**src/rtl/mnist_s_pixel_frame_buffer.sv**
```systemverilog
// Pixel binarizer and ping-pong frame buffer feeding the mnist_s layer-0 LUTs.
// Serial 8-bit pixels are thresholded and packed into two alternating frame banks.
module mnist_s_pixel_frame_buffer #(
  parameter int NUM_PIXELS = 784,
  parameter int PIX_W      = 8,
  parameter int THRESH     = 128,
  parameter int CNT_W      = 16
) (
  input  logic                  clk,
  input  logic                  rst,
  input  logic                  in_valid,
  output logic                  in_ready,
  input  logic [PIX_W-1:0]      in_pixel,
  input  logic                  in_last,
  output logic                  out_valid,
  input  logic                  out_ready,
  output logic [NUM_PIXELS-1:0] out_data,
  output logic [CNT_W-1:0]      frame_count,
  output logic [7:0]            drop_count,
  output logic                  err_pulse
);

  localparam int IDX_W = (NUM_PIXELS > 1) ? $clog2(NUM_PIXELS) : 1;
  localparam logic [IDX_W-1:0] LAST_IDX = IDX_W'(NUM_PIXELS - 1);

  typedef enum logic [0:0] {
    FILL    = 1'b0,
    DISCARD = 1'b1
  } wr_state_t;

  function automatic logic binarize(input logic [PIX_W-1:0] pix);
    return (pix >= PIX_W'(THRESH));
  endfunction

  wr_state_t             state_r, state_nxt_s;
  logic [NUM_PIXELS-1:0] bank_r [2];
  logic [1:0]            full_r, full_nxt_s;
  logic                  wr_bank_r, wr_bank_nxt_s;
  logic                  rd_bank_r, rd_bank_nxt_s;
  logic [IDX_W-1:0]      idx_r, idx_nxt_s;
  logic                  ready_s, accept_s, consume_s, bit_we_s, drop_s;
  logic [CNT_W-1:0]      frame_count_r;
  logic [7:0]            drop_count_r;
  logic                  err_pulse_r;

  // Write-side readiness: a free write bank in FILL, always ready while discarding
  always_comb begin
    ready_s = 1'b1;
    if (state_r == FILL) begin
      ready_s = ~full_r[wr_bank_r];
    end else begin
      ready_s = 1'b1;
    end
  end

  assign accept_s  = in_valid & ready_s;
  assign consume_s = full_r[rd_bank_r] & out_ready;

  // Write FSM next state plus bank bookkeeping; consume and completion always hit different banks
  always_comb begin
    state_nxt_s   = state_r;
    idx_nxt_s     = idx_r;
    full_nxt_s    = full_r;
    wr_bank_nxt_s = wr_bank_r;
    rd_bank_nxt_s = rd_bank_r;
    bit_we_s      = 1'b0;
    drop_s        = 1'b0;

    if (consume_s) begin
      full_nxt_s[rd_bank_r] = 1'b0;
      rd_bank_nxt_s         = ~rd_bank_r;
    end else begin
      rd_bank_nxt_s = rd_bank_r;
    end

    case (state_r)
      FILL: begin
        if (accept_s) begin
          bit_we_s = 1'b1;
          if (idx_r == LAST_IDX) begin
            idx_nxt_s = {IDX_W{1'b0}};
            if (in_last) begin
              full_nxt_s[wr_bank_r] = 1'b1;
              wr_bank_nxt_s         = ~wr_bank_r;
            end else begin
              drop_s      = 1'b1;
              state_nxt_s = DISCARD;
            end
          end else if (in_last) begin
            drop_s    = 1'b1;
            idx_nxt_s = {IDX_W{1'b0}};
          end else begin
            idx_nxt_s = idx_r + IDX_W'(1);
          end
        end else begin
          idx_nxt_s = idx_r;
        end
      end
      DISCARD: begin
        if (accept_s && in_last) begin
          state_nxt_s = FILL;
          idx_nxt_s   = {IDX_W{1'b0}};
        end else begin
          state_nxt_s = DISCARD;
        end
      end
      default: begin
        state_nxt_s = FILL;
        idx_nxt_s   = {IDX_W{1'b0}};
      end
    endcase
  end

  // Control state, bank flags and status counters
  always_ff @(posedge clk or posedge rst) begin
    if (rst) begin
      state_r       <= FILL;
      idx_r         <= {IDX_W{1'b0}};
      full_r        <= 2'b00;
      wr_bank_r     <= 1'b0;
      rd_bank_r     <= 1'b0;
      frame_count_r <= {CNT_W{1'b0}};
      drop_count_r  <= 8'd0;
      err_pulse_r   <= 1'b0;
    end else begin
      state_r     <= state_nxt_s;
      idx_r       <= idx_nxt_s;
      full_r      <= full_nxt_s;
      wr_bank_r   <= wr_bank_nxt_s;
      rd_bank_r   <= rd_bank_nxt_s;
      err_pulse_r <= drop_s;
      if (consume_s) begin
        frame_count_r <= frame_count_r + CNT_W'(1);
      end
      if (drop_s && (drop_count_r != 8'hFF)) begin
        drop_count_r <= drop_count_r + 8'd1;
      end
    end
  end

  // Bank storage; dropped frames leave stale bits that a full frame always overwrites
  always_ff @(posedge clk or posedge rst) begin
    if (rst) begin
      bank_r[0] <= {NUM_PIXELS{1'b0}};
      bank_r[1] <= {NUM_PIXELS{1'b0}};
    end else if (bit_we_s) begin
      bank_r[wr_bank_r][idx_r] <= binarize(in_pixel);
    end
  end

  assign in_ready    = ready_s;
  assign out_valid   = full_r[rd_bank_r];
  assign out_data    = bank_r[rd_bank_r];
  assign frame_count = frame_count_r;
  assign drop_count  = drop_count_r;
  assign err_pulse   = err_pulse_r;

endmodule

```
**config.mk**
```make
export PLATFORM = sky130hd
export DESIGN_NAME = mnist_s_pixel_frame_buffer
export DESIGN_NICKNAME = d
export VERILOG_FILES = /design/src/rtl/mnist_s_pixel_frame_buffer.sv
export SDC_FILE = /design/constraint.sdc
export NUM_CORES = 2
export LEC_CHECK = 0
export ABC_AREA = 1
export CORE_AREA = 2 2 438 527
export CTS_CLUSTER_SIZE = 16
export DETAILED_ROUTE_END_ITERATION = 10
export DIE_AREA = 0 0 440 529
export PLACE_DENSITY = 0.58
export SLEW_MARGIN = 0
export SYNTH_ARGS = -nofsm -noshare
export SYNTH_HDL_FRONTEND = slang
export SYNTH_SLANG_ARGS = --single-unit
```
**constraint.sdc**
```tcl
create_clock -name clk -period 61.6 [get_ports clk]
set_input_delay 9.24 -clock clk [delete_from_list [all_inputs] [get_ports clk]]
set_output_delay 9.24 -clock clk [all_outputs]
set_load 0.03 [all_outputs]
```
==> Word level (Yosys, flattened, before mapping) <==
Index checks and enable logic that the tools add are counted.
W data, S select, Z words.
{ "totals": {"elab_cells": 84, "reg_bits": 1608, "out_inout_bits": 811, "inputBits": 13} }
{ "classes": {"eq_ne": 4, "magnitude_cmp": 10, "n_bitwise": 11, "mux": 38, "reduce_logical": 8, "addsub": 3} }
{ "ops": {"columns": ["op", "count"], "rows": [
  ["$mux W784", 4],
  ["$bwmux W1568", 1],
  ["$demux W784 S1", 1],
  ["$mux W10", 4],
  ["$pmux W10 S2", 1],
  ["$mux W1", 18],
  ["$add A16 B1 Y16 const B", 1],
  ["$lt A10 B11 Y1 const B", 1],
  ["$add A10 B1 Y10 const B", 1],
  ["$demux W1 S10", 1],
  ["$eq A10 B10 Y1 const B", 1],
  ["$ge A10 B1 Y1 const B", 1],
  ["$mux W2", 5],
  ["$add A8 B1 Y8 const B", 1],
  ["$ge A8 B8 Y1 const B", 1],
  ["$ne A8 B8 Y1 const B", 1],
  ["$logic_and A1 B1 Y1", 6],
  ["$ge A2 B2 Y1 const B", 2],
  ["$lt A1 B2 Y1 const B", 2],
  ["$not A1 Y1", 4],
  ["$not A1 Y2", 2],
  ["$reduce_and A4 Y1", 1],
  ["$and A1 B1 Y1", 2],
  ["$and A2 B2 Y2", 1],
  ["other kinds (9)", 11]
]} }

==> Logic depth before layout (Yosys ltp) <==
{ "depth": {"depth_word": 12, "ltp_mapped": 12, "ltp_nobuf": 10} }

==> Worst setup path after synthesis <==
Ideal clock, no wire load.
{ "synth_timing": {"path_kind": "register to output", "start": "register rd_bank_r", "end": "output out_data[151]", "required_time_ns": 52.360, "path_stages_with_launch": 7, "path_slack_ns": 50.671, "n_path_buf": 4, "t_arrival_ns": 1.689, "cell_sequence": "dfrtp_1 > buf_2 > clkbuf_1 > clkbuf_1 > clkbuf_1 > nand2_1 > o21ai_0"} }
{ "synth_between": {"elab_chain_cells": 4} }
{ "synth_lines": {"columns": ["element", "line_no", "rtl"], "rows": [
  ["from (decl)", "39", "logic rd_bank_r, rd_bank_nxt_s;"],
  ["from (signal assigned)", "130", "rd_bank_r <= rd_bank_nxt_s;"],
  ["$not A1 Y2 (implied by the code)", "153", "assign out_data = bank_r[rd_bank_r];"],
  ["$mux W784 (implied by the code) (3 in a row)", "153", null],
  ["to (decl)", "17", "output logic [NUM_PIXELS-1:0] out_data,"]
]} }
Every way passes these cells. The select of a mux whose other input is x is not followed.

==> Worst setup path in the final report <==
{ "layout_timing": {"start": "register rd_bank_r", "end": "output out_data[184]"} }
The elaborated chain is that of the path after synthesis.

==> out/summary.md <==
The post-cts resize count was 0. The clock reaches the later pin of the worst-skew pair after 0.84 ns. For this configuration, the core starts out at a cell density of 34.8%. Before antenna repair, the detailed router went through 6 iterations. The worst-case IR drop observed on VDD is 20.2 uV.

Summing the areas of all compound-gate instances in the mapped netlist gives 11.2% of the synthesized area. The leakage dissipation is 41.5 nW. The total power per unit cell area is 24.6 mW/mm^2.

The critical path in this run is classified as reg -> out. The sort of element at the start of the critical path is a flop. Of the total power, the clock network draws 47.7%.

The multi-input combinational cells in the finished layout cover a total of 0.0348 mm^2. The routed design could run at a clock period as short as 15.28 ns. Clock tree synthesis inserted a total of 184 buffers. The share of the synthesized netlist area taken by xor and xnor gates is 0.210%, and the adder-cell share of the synthesized area is 0.111%. The net switching fraction of the power was 25.8%; the number of filler instances in the final layout was 22700. During placement, the flow inserted port buffers numbering 816. Adding up every negative setup slack in the final design gives 0 ns.

In the layout the commonest cells are sky130_fd_sc_hd__nand2_1 (3824), sky130_fd_sc_hd__dfrtp_1 (1606), sky130_fd_sc_hd__nor2_1 (1445). The run gives 11200 as the net count reported at finish. Leading cell type in the layout, fill and taps excluded: sky130_fd_sc_hd__nand2_1.

The startpoint identified for the worst hold timing path is bank_r[1301]. The Yosys warning count was 0; the endpoint required time on the critical path was 52.36 ns. For the combined global-route utilization of all metal layers, the log shows 26.9%. In this run the worst setup path begins at rd_bank_r. The average instance in the mapped netlist occupies 7.28 um^2. The floorplan step defined a die boundary enclosing 0.233 mm^2. The placed instances occupy a cell area of 0.0890 mm^2. The number of vias in the routed layout is 77000, and the peak clock frequency supported by timing is 65.5 MHz. The post-synthesis simple-gate area fraction came out at 32.3%. TritonCTS built the clock tree. The run gives 0 as the reported max-cap violation count. The synthesized cell area was 0.0792 mm^2; the die outline height was 529 um. Mean routed wirelength per cell: 22.6 um. The total grt overflow is 0. For the synthesized instance count, the log shows 10900.

The ratio of cells with drive above 1 in the final layout is 4.12%. The run gives 45.7% as the part of the total power dissipated in sequential elements. The number of max-slew violations in the final report came out at 0.

The row count came out at 192. Clock-pin slew was measured on the worst setup and hold paths at 0.06 ns. CTS H-tree depth: 4. The logs give 6.04 ns for the worst path arrival time and 50.8% for the part of the Yosys area used for sequential elements. Of the post-synthesis cell area, the part taken by muxes is 0%. The depth of the worst register-to-register path was 12. The slowest stage of the critical path belongs to the cell sky130_fd_sc_hd__dfrtp_4. The startpoint of the lowest-slack register-to-register path was wr_bank_r. The first global-routing pass estimated 475000 um of wire. Tightest slew margin relative to the limit: 1.92%.

The worst clock skew on the final layout was 0.0386 ns. The endpoint identified for the worst register-to-register timing path is bank_r[1014]. Registers take 0.0402 mm^2. Across all register-to-register paths, the minimum setup slack is 55.36 ns. The HPWL reported at the end of detailed placement is 186000 um, and the DRC violation count after routing is 0. For the pin with the worst max-slew slack, the measured transition is 1.47 ns.

The nature of the critical path endpoint was an output port. The number of hold buffers added after CTS was 0. The synthesized netlist contains 26 unique library cells.

The run gives 6.6% as the combinational cell fraction of total power. Worst min-delay path class: reg -> reg. The portion of the clock cycle consumed by the worst path in the final layout was 24.8%.

Grouping stages by cell kind, the critical path spends the most delay in buffers and inverters. For the buffer levels on the longest clock path, the log shows 4. The smallest hold slack is 0.482 ns. The total count of hold-check failures in the final report was 0.

Measured along the x axis, the die boundary spans 440 um. The initial antenna violation count was 15; the setup violation total in the final timing report was 0. Synthesis inferred 1608 register bits. The highest cell delay on the worst timing path was 0.84 ns.

The switching power of the nets is 0.602 mW. The tree is rooted in a sky130_fd_sc_hd__clkbuf_16. The signal on the critical path passes through inv_8 > buf_4 > buf_12 > buf_4 > nand2_1 > nand2_1 > clkdlybuf4s50_1. The pin count of the biggest net entering global routing came out at 247. By area, the combinational part of the netlist is dominated by simple AND/OR/NAND/NOR gates. The tools report the final design instance area without fill as 0.0950 mm^2. Clock tree synthesis found a total of 1608 sinks.

The buffering stage count on the worst path with inverters included was 5. The flow ran to the end, and the final reports show no timing, DRC or antenna violations. For the core outline area, the log shows 0.227 mm^2.

The largest fanout on the critical path is 183. After clock tree synthesis, the setup repair step added 0 buffers. The number of global-route vias before repair is 74300. The remaining number of nets flagged by the antenna check after routing is 0. The worst hold path passes through 2 cells.

The routed design has 324000 um of wire. The area growth from synthesis to layout is 20.0%. Dividing the detail-routed via count by the number of cells gives 5.37.

At the end of routability-driven placement, the weighted congestion stood at 0.823. Internal power contribution: 1.73 mW. The destination of the worst hold path is bank_r[1301]. The count of routing violations after the opening detailed-route iteration came out at 7286. Pin placement for this block handled 824 I/O pins. Setup repair after global routing left no endpoint under its margin.

Synthesis produced a netlist with a net count of 10900.
==> layout make-up <==
cell class,count,area share (%)
multi-input cells,8211,36.6
repair buffers,932,9.69
clock buffers,266,5.72
clock inverters,58,0.599
inverters,249,1.03
flip-flops and latches,1608,42.4
well taps,3007,3.96
diodes,8,0.0211
==> cell families (layout without fill, tap and decap cells) <==
| group | Yosys count | after routing |
|---|---|---|
| compound gates | 1765 | 1765 |
| xor+xnor | 19 | 19 |
| fa+ha+maj | 7 | 7 |
| buf+inv | 1060 | 1505 |
| flops | 1608 | 1608 |
| other cells | 0 | 8 |
| simple gates | 6420 | 6420 |
==> layer usage <==
layer	global-route usage (%)	part of all wire (%)
met5	0	0.0037
met4	14.6	5.7
met3	6.92	9.0
met2	42.3	46
met1	33.9	40
==> worst register-to-register path: cells and delay by family, from the launching register on <==
kind | cells | cell delay, ns
buffers and inverters | 7 | 4.80
AND/OR/NAND/NOR | 4 | 0.62
flip-flops | 1 | 0.57
AO/OA/AOI/OAI | 1 | 0.10
==> metrics by stage <==
| step | setup slack (ns) | total power [mW] | std cells | util (%) |
|---|---|---|---|---|
| after floorplan | 6.99 | 1.18 | 10900 | - |
| after global placement | 46.87 | 1.24 | 14000 | 39.1 |
| after detailed placement | 46.73 | 1.24 | 14000 | 39.1 |
| after CTS | 46.32 | 2.36 | 14300 | 41.8 |
| after global routing | 46.08 | 2.41 | 14300 | 41.8 |
| final | 46.32 | 2.34 | 14300 | 41.8 |
==> cell usage after synthesis <==
master,number,area (um^2)
sky130_fd_sc_hd__nand2_1,3856,14500
sky130_fd_sc_hd__dfrtp_1,1608,40200
sky130_fd_sc_hd__nor2_1,1445,5420
sky130_fd_sc_hd__o21ai_0,1208,6050
sky130_fd_sc_hd__nand3_1,1035,5180
sky130_fd_sc_hd__clkbuf_1,496,1860
sky130_fd_sc_hd__a21oi_1,393,1970
sky130_fd_sc_hd__inv_1,244,916
sky130_fd_sc_hd__buf_2,210,1050
sky130_fd_sc_hd__o21ai_1,163,816
sky130_fd_sc_hd__buf_1,93,349
sky130_fd_sc_hd__nand4_1,38,238
sky130_fd_sc_hd__nor3_1,33,165
sky130_fd_sc_hd__buf_4,12,90.1
sky130_fd_sc_hd__xnor2_1,12,105
sky130_fd_sc_hd__ha_1,7,87.6
sky130_fd_sc_hd__xor2_1,7,61.3
sky130_fd_sc_hd__inv_2,4,15.0
sky130_fd_sc_hd__nand2_2,4,25.0
sky130_fd_sc_hd__nor2_2,4,25.0
sky130_fd_sc_hd__nor3_2,2,20.0
sky130_fd_sc_hd__a21o_1,1,7.51
sky130_fd_sc_hd__inv_4,1,6.26
sky130_fd_sc_hd__nand3b_1,1,7.51
sky130_fd_sc_hd__nor2_4,1,11.3
sky130_fd_sc_hd__or2_2,1,6.26
==> state kept, by name (all words and copies together), names as in the netlist <==
register / count
bank_r: 1568
frame_count: 16
idx_r: 10
drop_count: 8
full_r: 2
err_pulse: 1
rd_bank_r: 1
state_r: 1
wr_bank_r: 1
==> worst max-delay path by stage <==
stage / to / depth (start not counted)
6_report: out_data[184] / 7
3_3_place_gp: bank_r[997] / 11
5_1_grt: out_data[16] / 7
4_1_cts: out_data[184] / 7
3_5_place_dp: bank_r[1014] / 11
2_1_floorplan: bank_r[0] / 1
==> power by group through the flow <==
stage | logic, mW | registers, mW | clock network (mW)
3_3_place_gp | 0.153 | 1.09 | 0
4_1_cts | 0.155 | 1.07 | 1.13
3_5_place_dp | 0.155 | 1.09 | 0
2_1_floorplan | 0.0876 | 1.09 | 0
6_report | 0.153 | 1.07 | 1.11
5_1_grt | 0.164 | 1.07 | 1.18
(Power assumes the default switching activity.)
